<file path="src/rtl/sd_pkg.sv">
// Shared types and constants for the host-side SD sector buffer.
// The FSM state encoding lives here so the buffer and its RAM agree on sizes.
package sd_pkg;

   localparam int SD_SECTOR_BYTES = 512;
   localparam int SD_BUF_AW       = $clog2(SD_SECTOR_BYTES);

   typedef enum logic [2:0] {
      ST_IDLE     = 3'd0,
      ST_WR_PRIME = 3'd1,
      ST_REQ_RD   = 3'd2,
      ST_REQ_WR   = 3'd3,
      ST_RD_DATA  = 3'd4,
      ST_WR_DATA  = 3'd5,
      ST_DONE     = 3'd6
   } sd_buf_state_t;

   // States in which a transfer is in flight and may be aborted.
   function automatic logic sd_abortable(input sd_buf_state_t st);
      logic act;
      case (st)
         ST_IDLE: act = 1'b0;
         ST_DONE: act = 1'b0;
         default: act = 1'b1;
      endcase
      return act;
   endfunction

endpackage

</file>
<file path="src/rtl/sd_block_buffer_ram.sv">
// Single-port sector RAM with registered read data (one-cycle latency).
// Read returns the old contents on a same-address write.
module sd_buf_ram
   import sd_pkg::*;
#(
   parameter int DEPTH = SD_SECTOR_BYTES,
   parameter int AW    = $clog2(DEPTH)
) (
   input  logic          clk,
   input  logic [AW-1:0] addr,
   input  logic          we,
   input  logic [7:0]    wdata,
   output logic [7:0]    rdata
);

   logic [7:0] mem_r [DEPTH];

   // Synchronous write and registered read on the shared port.
   always_ff @(posedge clk) begin
      if (we) begin
         mem_r[addr] <= wdata;
      end
      rdata <= mem_r[addr];
   end

endmodule

</file>
<file path="src/rtl/sd_block_buffer.sv">
// Host-side sector buffer: owns one sector RAM and sequences single-sector
// reads/writes over the io_* handshake of the SD card subsystem.
module sd_block_buffer
   import sd_pkg::*;
#(
   parameter int TIMEOUT_CYCLES = 2_000_000,
   parameter int SECTOR_BYTES   = SD_SECTOR_BYTES,
   localparam int AW            = $clog2(SECTOR_BYTES)
) (
   input  logic          clk,
   input  logic          resetn,
   input  logic          cmd_valid,
   output logic          cmd_ready,
   input  logic          cmd_write,
   input  logic [31:0]   cmd_lba,
   output logic          busy,
   output logic          done,
   output logic          error,
   input  logic [AW-1:0] buf_addr,
   input  logic          buf_we,
   input  logic [7:0]    buf_wdata,
   output logic [7:0]    buf_rdata,
   input  logic          disk_mounted,
   input  logic          event_error,
   output logic [31:0]   io_lba,
   output logic          io_rd,
   output logic          io_wr,
   input  logic          io_ack,
   input  logic [7:0]    io_din,
   input  logic          io_din_tvalid,
   output logic [7:0]    io_dout,
   input  logic          io_dout_tvalid
);

   localparam int CW = AW + 1;
   localparam int WW = $clog2(TIMEOUT_CYCLES + 1);
   localparam logic [CW-1:0] CNT_LAST = CW'(SECTOR_BYTES - 1);
   localparam logic [CW-1:0] CNT_END  = CW'(SECTOR_BYTES);
   localparam logic [WW-1:0] WD_LOAD  = WW'(TIMEOUT_CYCLES);

   sd_buf_state_t state_r, state_s, case_next_s;

   logic          cmd_ready_r, busy_r, done_r, error_r;
   logic          io_rd_r, io_wr_r;
   logic [31:0]   io_lba_r;
   logic [7:0]    io_dout_r, next_r;
   logic          prime_r, fetch_r, fetch_zero_r;
   logic [CW-1:0] cnt_r, cnt_plus2_s;
   logic [WW-1:0] wd_r;

   logic          accept_s, rd_beat_s, wr_beat_s, beat_s, last_beat_s;
   logic          ack_s, reload_s, expire_s, abort_s, reject_s;
   logic [AW-1:0] fsm_addr_s, ram_addr_s;
   logic          fsm_we_s, ram_we_s;
   logic [7:0]    ram_wdata_s, ram_rdata_s;

   assign accept_s    = cmd_valid & cmd_ready_r;
   assign reject_s    = accept_s & ~disk_mounted;
   assign rd_beat_s   = (state_r == ST_RD_DATA) & io_din_tvalid;
   assign wr_beat_s   = (state_r == ST_WR_DATA) & io_dout_tvalid;
   assign beat_s      = rd_beat_s | wr_beat_s;
   assign last_beat_s = beat_s & (cnt_r == CNT_LAST);
   assign ack_s       = io_ack & ((state_r == ST_REQ_RD) | (state_r == ST_REQ_WR));
   assign reload_s    = accept_s | ack_s | beat_s;
   assign expire_s    = sd_abortable(state_r) & ~reload_s & (wd_r <= WW'(1));
   assign abort_s     = sd_abortable(state_r) & (event_error | expire_s);
   assign cnt_plus2_s = cnt_r + CW'(2);

   // Next-state decode; an abort overrides every other transition.
   always_comb begin
      case_next_s = state_r;
      case (state_r)
         ST_IDLE: begin
            if (accept_s && disk_mounted) begin
               case_next_s = cmd_write ? ST_WR_PRIME : ST_REQ_RD;
            end else begin
               case_next_s = ST_IDLE;
            end
         end
         ST_WR_PRIME: case_next_s = prime_r ? ST_REQ_WR : ST_WR_PRIME;
         ST_REQ_RD:   case_next_s = io_ack ? ST_RD_DATA : ST_REQ_RD;
         ST_REQ_WR:   case_next_s = io_ack ? ST_WR_DATA : ST_REQ_WR;
         ST_RD_DATA:  case_next_s = last_beat_s ? ST_DONE : ST_RD_DATA;
         ST_WR_DATA:  case_next_s = last_beat_s ? ST_DONE : ST_WR_DATA;
         ST_DONE:     case_next_s = ST_IDLE;
         default:     case_next_s = ST_IDLE;
      endcase
      state_s = abort_s ? ST_IDLE : case_next_s;
   end

   // RAM port mux: the host owns the port while idle, the FSM while busy.
   always_comb begin
      fsm_addr_s = AW'(0);
      fsm_we_s   = 1'b0;
      case (state_r)
         ST_WR_PRIME: fsm_addr_s = prime_r ? AW'(1) : AW'(0);
         ST_RD_DATA: begin
            fsm_addr_s = cnt_r[AW-1:0];
            fsm_we_s   = rd_beat_s;
         end
         ST_WR_DATA:  fsm_addr_s = cnt_plus2_s[AW-1:0];
         default:     fsm_addr_s = AW'(0);
      endcase
      if (busy_r) begin
         ram_addr_s  = fsm_addr_s;
         ram_we_s    = fsm_we_s;
         ram_wdata_s = io_din;
      end else begin
         ram_addr_s  = buf_addr;
         ram_we_s    = buf_we;
         ram_wdata_s = buf_wdata;
      end
   end

   sd_buf_ram #(
      .DEPTH (SECTOR_BYTES),
      .AW    (AW)
   ) u_ram (
      .clk   (clk),
      .addr  (ram_addr_s),
      .we    (ram_we_s),
      .wdata (ram_wdata_s),
      .rdata (ram_rdata_s)
   );

   // State register and handshake/status outputs, all derived from next state.
   always_ff @(posedge clk) begin
      if (!resetn) begin
         state_r     <= ST_IDLE;
         cmd_ready_r <= 1'b1;
         busy_r      <= 1'b0;
         done_r      <= 1'b0;
         error_r     <= 1'b0;
         io_rd_r     <= 1'b0;
         io_wr_r     <= 1'b0;
         io_lba_r    <= 32'h0000_0000;
      end else begin
         state_r     <= state_s;
         cmd_ready_r <= (state_s == ST_IDLE);
         busy_r      <= sd_abortable(state_s);
         done_r      <= (state_s == ST_DONE);
         error_r     <= abort_s | reject_s;
         io_rd_r     <= (state_s == ST_REQ_RD);
         io_wr_r     <= (state_s == ST_REQ_WR);
         if (accept_s) begin
            io_lba_r <= cmd_lba;
         end
      end
   end

   // Beat counter, priming phase and no-progress watchdog.
   always_ff @(posedge clk) begin
      if (!resetn) begin
         cnt_r   <= CW'(0);
         prime_r <= 1'b0;
         wd_r    <= WW'(0);
      end else begin
         if (accept_s) begin
            cnt_r <= CW'(0);
         end else if (beat_s) begin
            cnt_r <= cnt_r + CW'(1);
         end
         prime_r <= (state_r == ST_WR_PRIME) ? ~prime_r : 1'b0;
         if (reload_s) begin
            wd_r <= WD_LOAD;
         end else if (sd_abortable(state_r) && (wd_r != WW'(0))) begin
            wd_r <= wd_r - WW'(1);
         end
      end
   end

   // Write pipeline: io_dout holds the current byte, next_r the one after it.
   // A fetch issued on a beat lands in next_r a cycle later; past the end it reads as zero.
   always_ff @(posedge clk) begin
      if (!resetn) begin
         io_dout_r    <= 8'h00;
         next_r       <= 8'h00;
         fetch_r      <= 1'b0;
         fetch_zero_r <= 1'b0;
      end else begin
         if ((state_r == ST_WR_PRIME) && prime_r) begin
            io_dout_r <= ram_rdata_s;
         end else if (wr_beat_s) begin
            io_dout_r <= next_r;
         end
         fetch_r      <= ((state_r == ST_WR_PRIME) & prime_r) | wr_beat_s;
         fetch_zero_r <= wr_beat_s & (cnt_plus2_s >= CNT_END);
         if (fetch_r) begin
            next_r <= fetch_zero_r ? 8'h00 : ram_rdata_s;
         end
      end
   end

   assign cmd_ready = cmd_ready_r;
   assign busy      = busy_r;
   assign done      = done_r;
   assign error     = error_r;
   assign io_lba    = io_lba_r;
   assign io_rd     = io_rd_r;
   assign io_wr     = io_wr_r;
   assign io_dout   = io_dout_r;
   assign buf_rdata = ram_rdata_s;

endmodule

</file>
<file path="config.mk">
export PLATFORM = sky130hd
export DESIGN_NAME = sd_block_buffer
export DESIGN_NICKNAME = d
export VERILOG_FILES = /design/src/rtl/sd_pkg.sv /design/src/rtl/sd_block_buffer_ram.sv /design/src/rtl/sd_block_buffer.sv
export SDC_FILE = /design/constraint.sdc
export NUM_CORES = 2
export LEC_CHECK = 0
export CAP_MARGIN = 20
export CORE_ASPECT_RATIO = 1.25
export CORE_MARGIN = 3
export CORE_UTILIZATION = 45
export DETAILED_ROUTE_END_ITERATION = 10
export PLACE_DENSITY = 0.6
export RECOVER_POWER = 25
export SYNTH_ARGS = -nofsm -noshare
export SYNTH_HDL_FRONTEND = slang
export SYNTH_SLANG_ARGS = --single-unit
</file>
<file path="constraint.sdc">
create_clock -name clk -period 5.8 [get_ports clk]
set_input_delay 0.58 -clock clk [delete_from_list [all_inputs] [get_ports clk]]
set_output_delay 0.58 -clock clk [all_outputs]
set_load 0.03 [all_outputs]
</file>
; ---- After elaboration in Yosys (flattened, before gate mapping)
; Memory sizes are Yosys's and may differ from the RTL's. A register that Yosys moved wholly into a read port is not among the register bits.
; Index checks and enable logic that the tools add are counted.
[classes]
reduce_logical = 13
n_mux = 26
bitwise_logic = 22
add_sub_neg = 3
n_lt_le_gt_ge = 2
eq_ne = 10
[op_table]
columns = operator, count
row1 = 21-bit 2-to-1 mux, 2
row2 = 8-bit 2-to-1 mux, 4
row3 = 9-bit case mux with 3 select lines, 1
row4 = 21-bit by 1-bit <= comparator with 1-bit output (second input constant), 1
row5 = 21-bit nonzero test, 1
row6 = 21-bit by 1-bit subtractor with 21-bit output (second input constant), 1
row7 = 3-bit case mux with 6 select lines, 1
row8 = 3-bit by 2-bit == test with 1-bit output (second input constant), 4
row9 = 3-bit == test (second input constant), 4
row10 = 1-bit AND, 11
row11 = 10-bit by 1-bit adder with 10-bit output (second input constant), 1
row12 = 10-bit by 2-bit adder with 10-bit output (second input constant), 1
row13 = 10-bit by 9-bit == test with 1-bit output (second input constant), 1
row14 = 10-bit >= comparator (second input constant), 1
row15 = 2-bit 2-to-1 mux, 5
row16 = 1-bit 2-to-1 mux, 9
row17 = 3-bit 2-to-1 mux, 3
row18 = 9-bit 2-to-1 mux, 1
row19 = 2-bit OR reduction, 4
row20 = 1-bit bitwise OR, 7
row21 = 3-bit zero test, 2
row22 = 1-bit inverter, 4
row23 = 2-bit nonzero test, 2
row24 = 3-bit by 1-bit == test with 1-bit output (second input constant), 1
row25 = 2 further kinds, 4
[totals]
memories = 1
output_inout_bits = 54
input_bits = 67
ramBits = 4096
register_bits = 91
[mem_list]
columns = name, words, word_bits, rd, rd_clocked_by_memory_dff, wr, line_no
row1 = u_ram.mem_r, 512, 8, 1, 1, 1, sd_block_buffer_ram.sv:16  ; logic [7:0] mem_r [DEPTH];

; ---- Logic depth before layout (Yosys ltp)
[logic_depth]
word_depth = 14
mapped_depth = 15
ltp_nobuf = 10

; ---- By module
; A second synthesis with hierarchy kept.
[hier_totals]
cells_unflattened = 8088
area_unflattened_um2 = 162773.6
[modules_own_cells]
columns = mod, cells_each, area_per_inst_um2, seq_area_each_um2, instances
row1 = sd_buf_ram, 7575, 158359.4, 123158.1, 1
row2 = sd_block_buffer, 513, 4414.2, 1821.7, 1

; ---- Least setup slack after synthesis
; Ideal clock, no wire load.
[synth_path]
path_type = reg-to-reg
startpoint = register busy_r, in the netlist busy
endpoint = memory u_ram.mem_r[0][0], data pin
t_required_ps = 4888
n_path_buf = 3
slack_ps = 51
synth_period_minus_slack_ps = 5749
path_stages_with_launch = 5
arrival_ps = 4838
path_cell_list = dfxtp_1 -> buf_4 -> buf_2 -> buf_1 -> mux2_2
[synth_via]
elab_chain_cells = 1
[synth_rtl]
columns = element, line_no
row1 = "start, declared", sd_block_buffer.sv:43  ; logic cmd_ready_r, busy_r, done_r, error_r;
row2 = "start signal, assigned", sd_block_buffer.sv:140  ; busy_r <= sd_abortable(state_s);
row3 = 8-bit 2-to-1 mux, sd_block_buffer.sv:104  ; if (busy_r) begin
row4 = named net ram_wdata_s[0], sd_block_buffer.sv:55  ; logic [7:0] ram_wdata_s, ram_rdata_s;
row5 = "end, declared", sd_block_buffer_ram.sv:16
; The timed path passes the listed nets, and every way through them passes these cells.

; ---- Worst setup path in the final report
[layout_path]
startpoint = register state_r[2]
endpoint = register u_ram.rdata[7], read port of u_ram.mem_r
[layout_via]
elab_chain_cells = 3
word_cells_on_any_way = 5
cone_classes = eq/ne (3) / mux (2)
[layout_rtl]
columns = element, line_no
row1 = "start, declared", sd_block_buffer.sv:41  ; sd_buf_state_t state_r, state_s, case_next_s;
row2 = "start signal, assigned", sd_block_buffer.sv:138  ; state_r <= state_s;
row3 = 3-bit == test or 3-bit by 1-bit == test with 1-bit output (tied branches), sd_block_buffer.sv:95  ; case (state_r)
row4 = 9-bit case mux with 3 select lines *, sd_block_buffer.sv:95
row5 = 9-bit 2-to-1 mux *, sd_block_buffer.sv:104
row6 = "end, declared", sd_block_buffer_ram.sv:13  ; output logic [7:0] rdata
; Mark *: on every way between the ends. The rest lies on a longest branch, timed or not.
; A chain may end at the register's enable or synchronous reset.

==> key figures <==
STA
  • Hold Vio Cnt, Final: 0
  • Max Transition Viols Final: 2240
  • Setup tns final: 0 ns
  • Slew @ Worst Pin: 4.55 ns
  • Final cycle utilization of the critical path: 0.948
  • Fmax achieved: 0.182 GHz
  • Fin crit period: 5.50 ns
  • RSZ-0062 raised after global routing: no
  • Slew headroom: -2.04
  • Finish-stage setup viols: 0
  • Worst clock skew: 0.0638 ns

Final layout
  • NumNets Final: 10400
  • Most frequent cells in the layout: 4096 x edfxtp_1, 1483 x nand2_1, 578 x nor2_1, 531 x nand3_1, 511 x mux4_2
  • Commonest non-fill, non-tap cell in the layout: edfxtp_1
  • Fill count: 29500
  • Fraction of layout cells with a size suffix above 1: 0.164
  • Area growth syn-to-layout: 13.3%
  • Final Cell Area: 188000 µm²
  • Multi-input logic area: 37700 µm²
  • Final std cells w/o fill: 15600
  • Storage element area: 125000 µm²

Power
  • P_sw: 0.0162 W
  • Leakage: 60.7 nW
  • Pwr Total: 0.0670 W
  • Share of power burned in registers: 0.508
  • Internal power: 0.0509 W
  • Gate power share: 0.102
  • Pwr Density: 356 nW/µm²
  • Switching share of power: 0.241
  • Worst vdd ir: 0.000271 V
  • Clock share of power: 0.390

Drt
  • Routed Antenna Nets: 0
  • DR WL met3: 43100 µm
  • Drt wl/cell: 31.6 µm
  • Initial DRC count: 12500
  • DR top layer: met5
  • Wire length on met2: 237000 µm
  • Vias: 96000
  • Drt drc: 0
  • Post-DR vias/cell: 6.17
  • Total wire length: 491000 µm
  • DRT Pass-1 Iters: 10
  • WL met1: 186000 µm

GRT
  • Grt total ovfl: 0
  • Initial antenna violation count: 20
  • Vias in the first global route: 94200
  • First-pass GRT wire length: 700000 µm
  • Largest net degree at the start of global routing: 149
  • Total track usage: 0.256

CTS
  • Clk root buf: clkbuf_16
  • Clk sinks: 4195
  • # hold bufs at CTS: 0
  • # resized after CTS: 0
  • CTS Buffer Depth: 4
  • Max H-tree Level: 5
  • Clock-pin slew of the registers on the worst-case setup and hold paths: 0.06 ns
  • Worst-Skew Late Latency: 0.94 ns
  • CTS tree: done
  • CTS buffer count: 395
  • Post CTS Setup Buffer Count: 0

Worst hold path
  • Origin of the worst min-delay path: cmd_lba[5]
  • Worst hold endpoint: io_lba[5]$_SDFFE_PN0P_
  • Hold Path Depth: 3
  • Hold crit path type: in2reg

Worst setup path
  • R2R setup slack: 0.30 ns
  • Worst Setup End Kind: register
  • Largest stage delay on the critical path: 0.73 ns
  • Worst Setup SP: state_r[2]$_SDFF_PN0_
  • Reg2Reg Capture Point: u_ram.rdata[7]$_DFF_P_
  • Reg2Reg Launch Point: state_r[2]$_SDFF_PN0_
  • Slowest stage cell, crit path: nor4_1
  • Element type at the critical path start: register
  • Most used cell, CP: buf_12
  • CP arrival: 6.24 ns
  • Critical path required time: 6.54 ns
  • Critical path class: reg2reg
  • Critical path cell sequence: nand3b_4 -> o21ai_4 -> buf_12 -> buf_12 -> mux4_2 -> a22oi_1 -> a41o_1 -> nand4b_1 -> nor4_1 -> nand4_1
  • Reg2reg path depth: 10
  • Critical path fanouts, max: 75

Yosys
  • #FFs+latches synth: 4195
  • Seq/Total Area, Yosys: 0.753
  • Synth unique cells: 90
  • Mapped Cells: 9986
  • Main combinational cell family by area after synthesis: multiplexers
  • Mapped Avg Cell Area: 16.6 µm²
  • Netlist Area Pre-Place: 166000 µm²
  • XOR/XNOR share of the synthesized area: 0.00169
  • FFs w/ async S/R, synth: 0
  • Simple-gate portion of the synthesized area: 0.0752
  • Number of synthesis warnings: 0
  • Synth Area in Adders: 0.000377
  • EDFF count, synth: 4096
  • Compound-Gate Fraction of Synth Area: 0.0576
  • Syn Nets: 10100
  • Top FF cell, synth: edfxtp_1
  • Multiplexer area fraction after synthesis: 0.0897

Floorplanning
  • DIE AREA: 376000 µm²
  • Initial core utilization: 0.453
  • Height of the die: 685 µm
  • Core footprint: 366000 µm²
  • Num ports: 121
  • Number of cell rows: 248
  • Die Wd: 549 µm

Flow run
  • Max-cap check violation count: 27

Outcome
  • Status: complete, but fails checks
  • Violated checks: max-capacitance violations, max-slew violations

Place
  • Placed instance area: 175000 µm²
  • Post-Place Cells: 14800
  • Routability Congestion: 0.890
  • Port Buffers: 120
  • HPWL Detailed: 301000 µm
## sequential cells by signal, indices dropped and copies added (netlist names), 3 cells and up
signal       flops
io_dout          8
io_lba          32
u_ram.rdata      8
state_r          3
wd_r            21
next_r           8
cnt_r           10
u_ram.mem_r   4096
## worst max path at each step
| stage | to | slack [ns] | cells past startpoint |
|---|---|---|---|
| after floorplan | u_ram.mem_r[0][0]$_DFFE_PP_ | 0.05 | 4 |
| after global placement | u_ram.rdata[7]$_DFF_P_ | -0.16 | 12 |
| after detailed placement | u_ram.rdata[7]$_DFF_P_ | 0.24 | 11 |
| after CTS | u_ram.rdata[7]$_DFF_P_ | 0.36 | 10 |
| after global routing | u_ram.mem_r[314][0]$_DFFE_PP_ | 0.11 | 3 |
| final | u_ram.rdata[7]$_DFF_P_ | 0.30 | 10 |
## stage by stage
step                      setup WS (ns)  utilization  hold WS (ns)
after detailed placement          0.245        0.479         0.451
final                             0.301        0.513         0.228
after global routing              0.113        0.513         0.213
after floorplan                  0.0508            -         0.435
after global placement           -0.161        0.479         0.444
after CTS                         0.361        0.514         0.168
## worst max-delay path: cells and delay by family, from the launching register on
family                 cells  cell delay [ns]
multiplexers               1             0.54
flip-flops                 1             0.68
buffers and inverters      2             0.72
AND/OR/NAND/NOR            4             1.46
AO/OA/AOI/OAI              3             1.76
## layer usage
metal,global-route usage,vias up
met2,0.414,5132
li1,-,40100
met3,0.0451,950
met4,0.112,8
met1,0.340,49900
met5,0,-
## cells in the mapped netlist (all sizes together), types with 97 or more instances
| master | number | area (µm²) |
|---|---|---|
| a22oi | 137 | 1030 |
| edfxtp | 4096 | 123000 |
| and3 | 97 | 607 |
| a21oi | 178 | 902 |
| mux4 | 511 | 11500 |
| clkbuf | 274 | 1030 |
| a311oi | 135 | 1180 |
| mux2i | 293 | 2930 |
| buf | 425 | 2590 |
| dfxtp | 99 | 1980 |
| nor2 | 584 | 2190 |
| nand3 | 531 | 2660 |
| nand2 | 1502 | 5640 |
## cell type report
cell class                      instances  share of cell area
Antenna cell                           10            0.000133
Clock buffer                          467              0.0551
Clock inverter                        260              0.0137
Inverter                               31            0.000619
Multi-Input combinational cell       5061               0.200
Sequential cell                      4195               0.665
Tap cell                             4875              0.0324
Timing Repair Buffer                  657              0.0328
## power groups by stage
stage | Sequential (W) | Clock (W) | Combinational [W]
floorplan | 0.0348 | 0 | 0.00384
global placement | 0.0346 | 0 | 0.00677
detailed placement | 0.0346 | 0 | 0.00687
CTS | 0.0339 | 0.0265 | 0.00688
global route | 0.0340 | 0.0277 | 0.00715
finish | 0.0340 | 0.0262 | 0.00683
## kinds of logic (layout without fill, tap and decap cells)
group / count (synthesis) / after routing
buffers and inverters: 730 / 1415
flip-flops: 4195 / 4195
XOR/XNOR: 32 / 32
AO/OA/AOI/OAI: 1256 / 1256
other: 0 / 10
multiplexers: 844 / 844
adder cells (fa/ha/maj): 5 / 5
AND/OR/NAND/NOR: 2924 / 2924
Power figures use the tool's default switching activity.
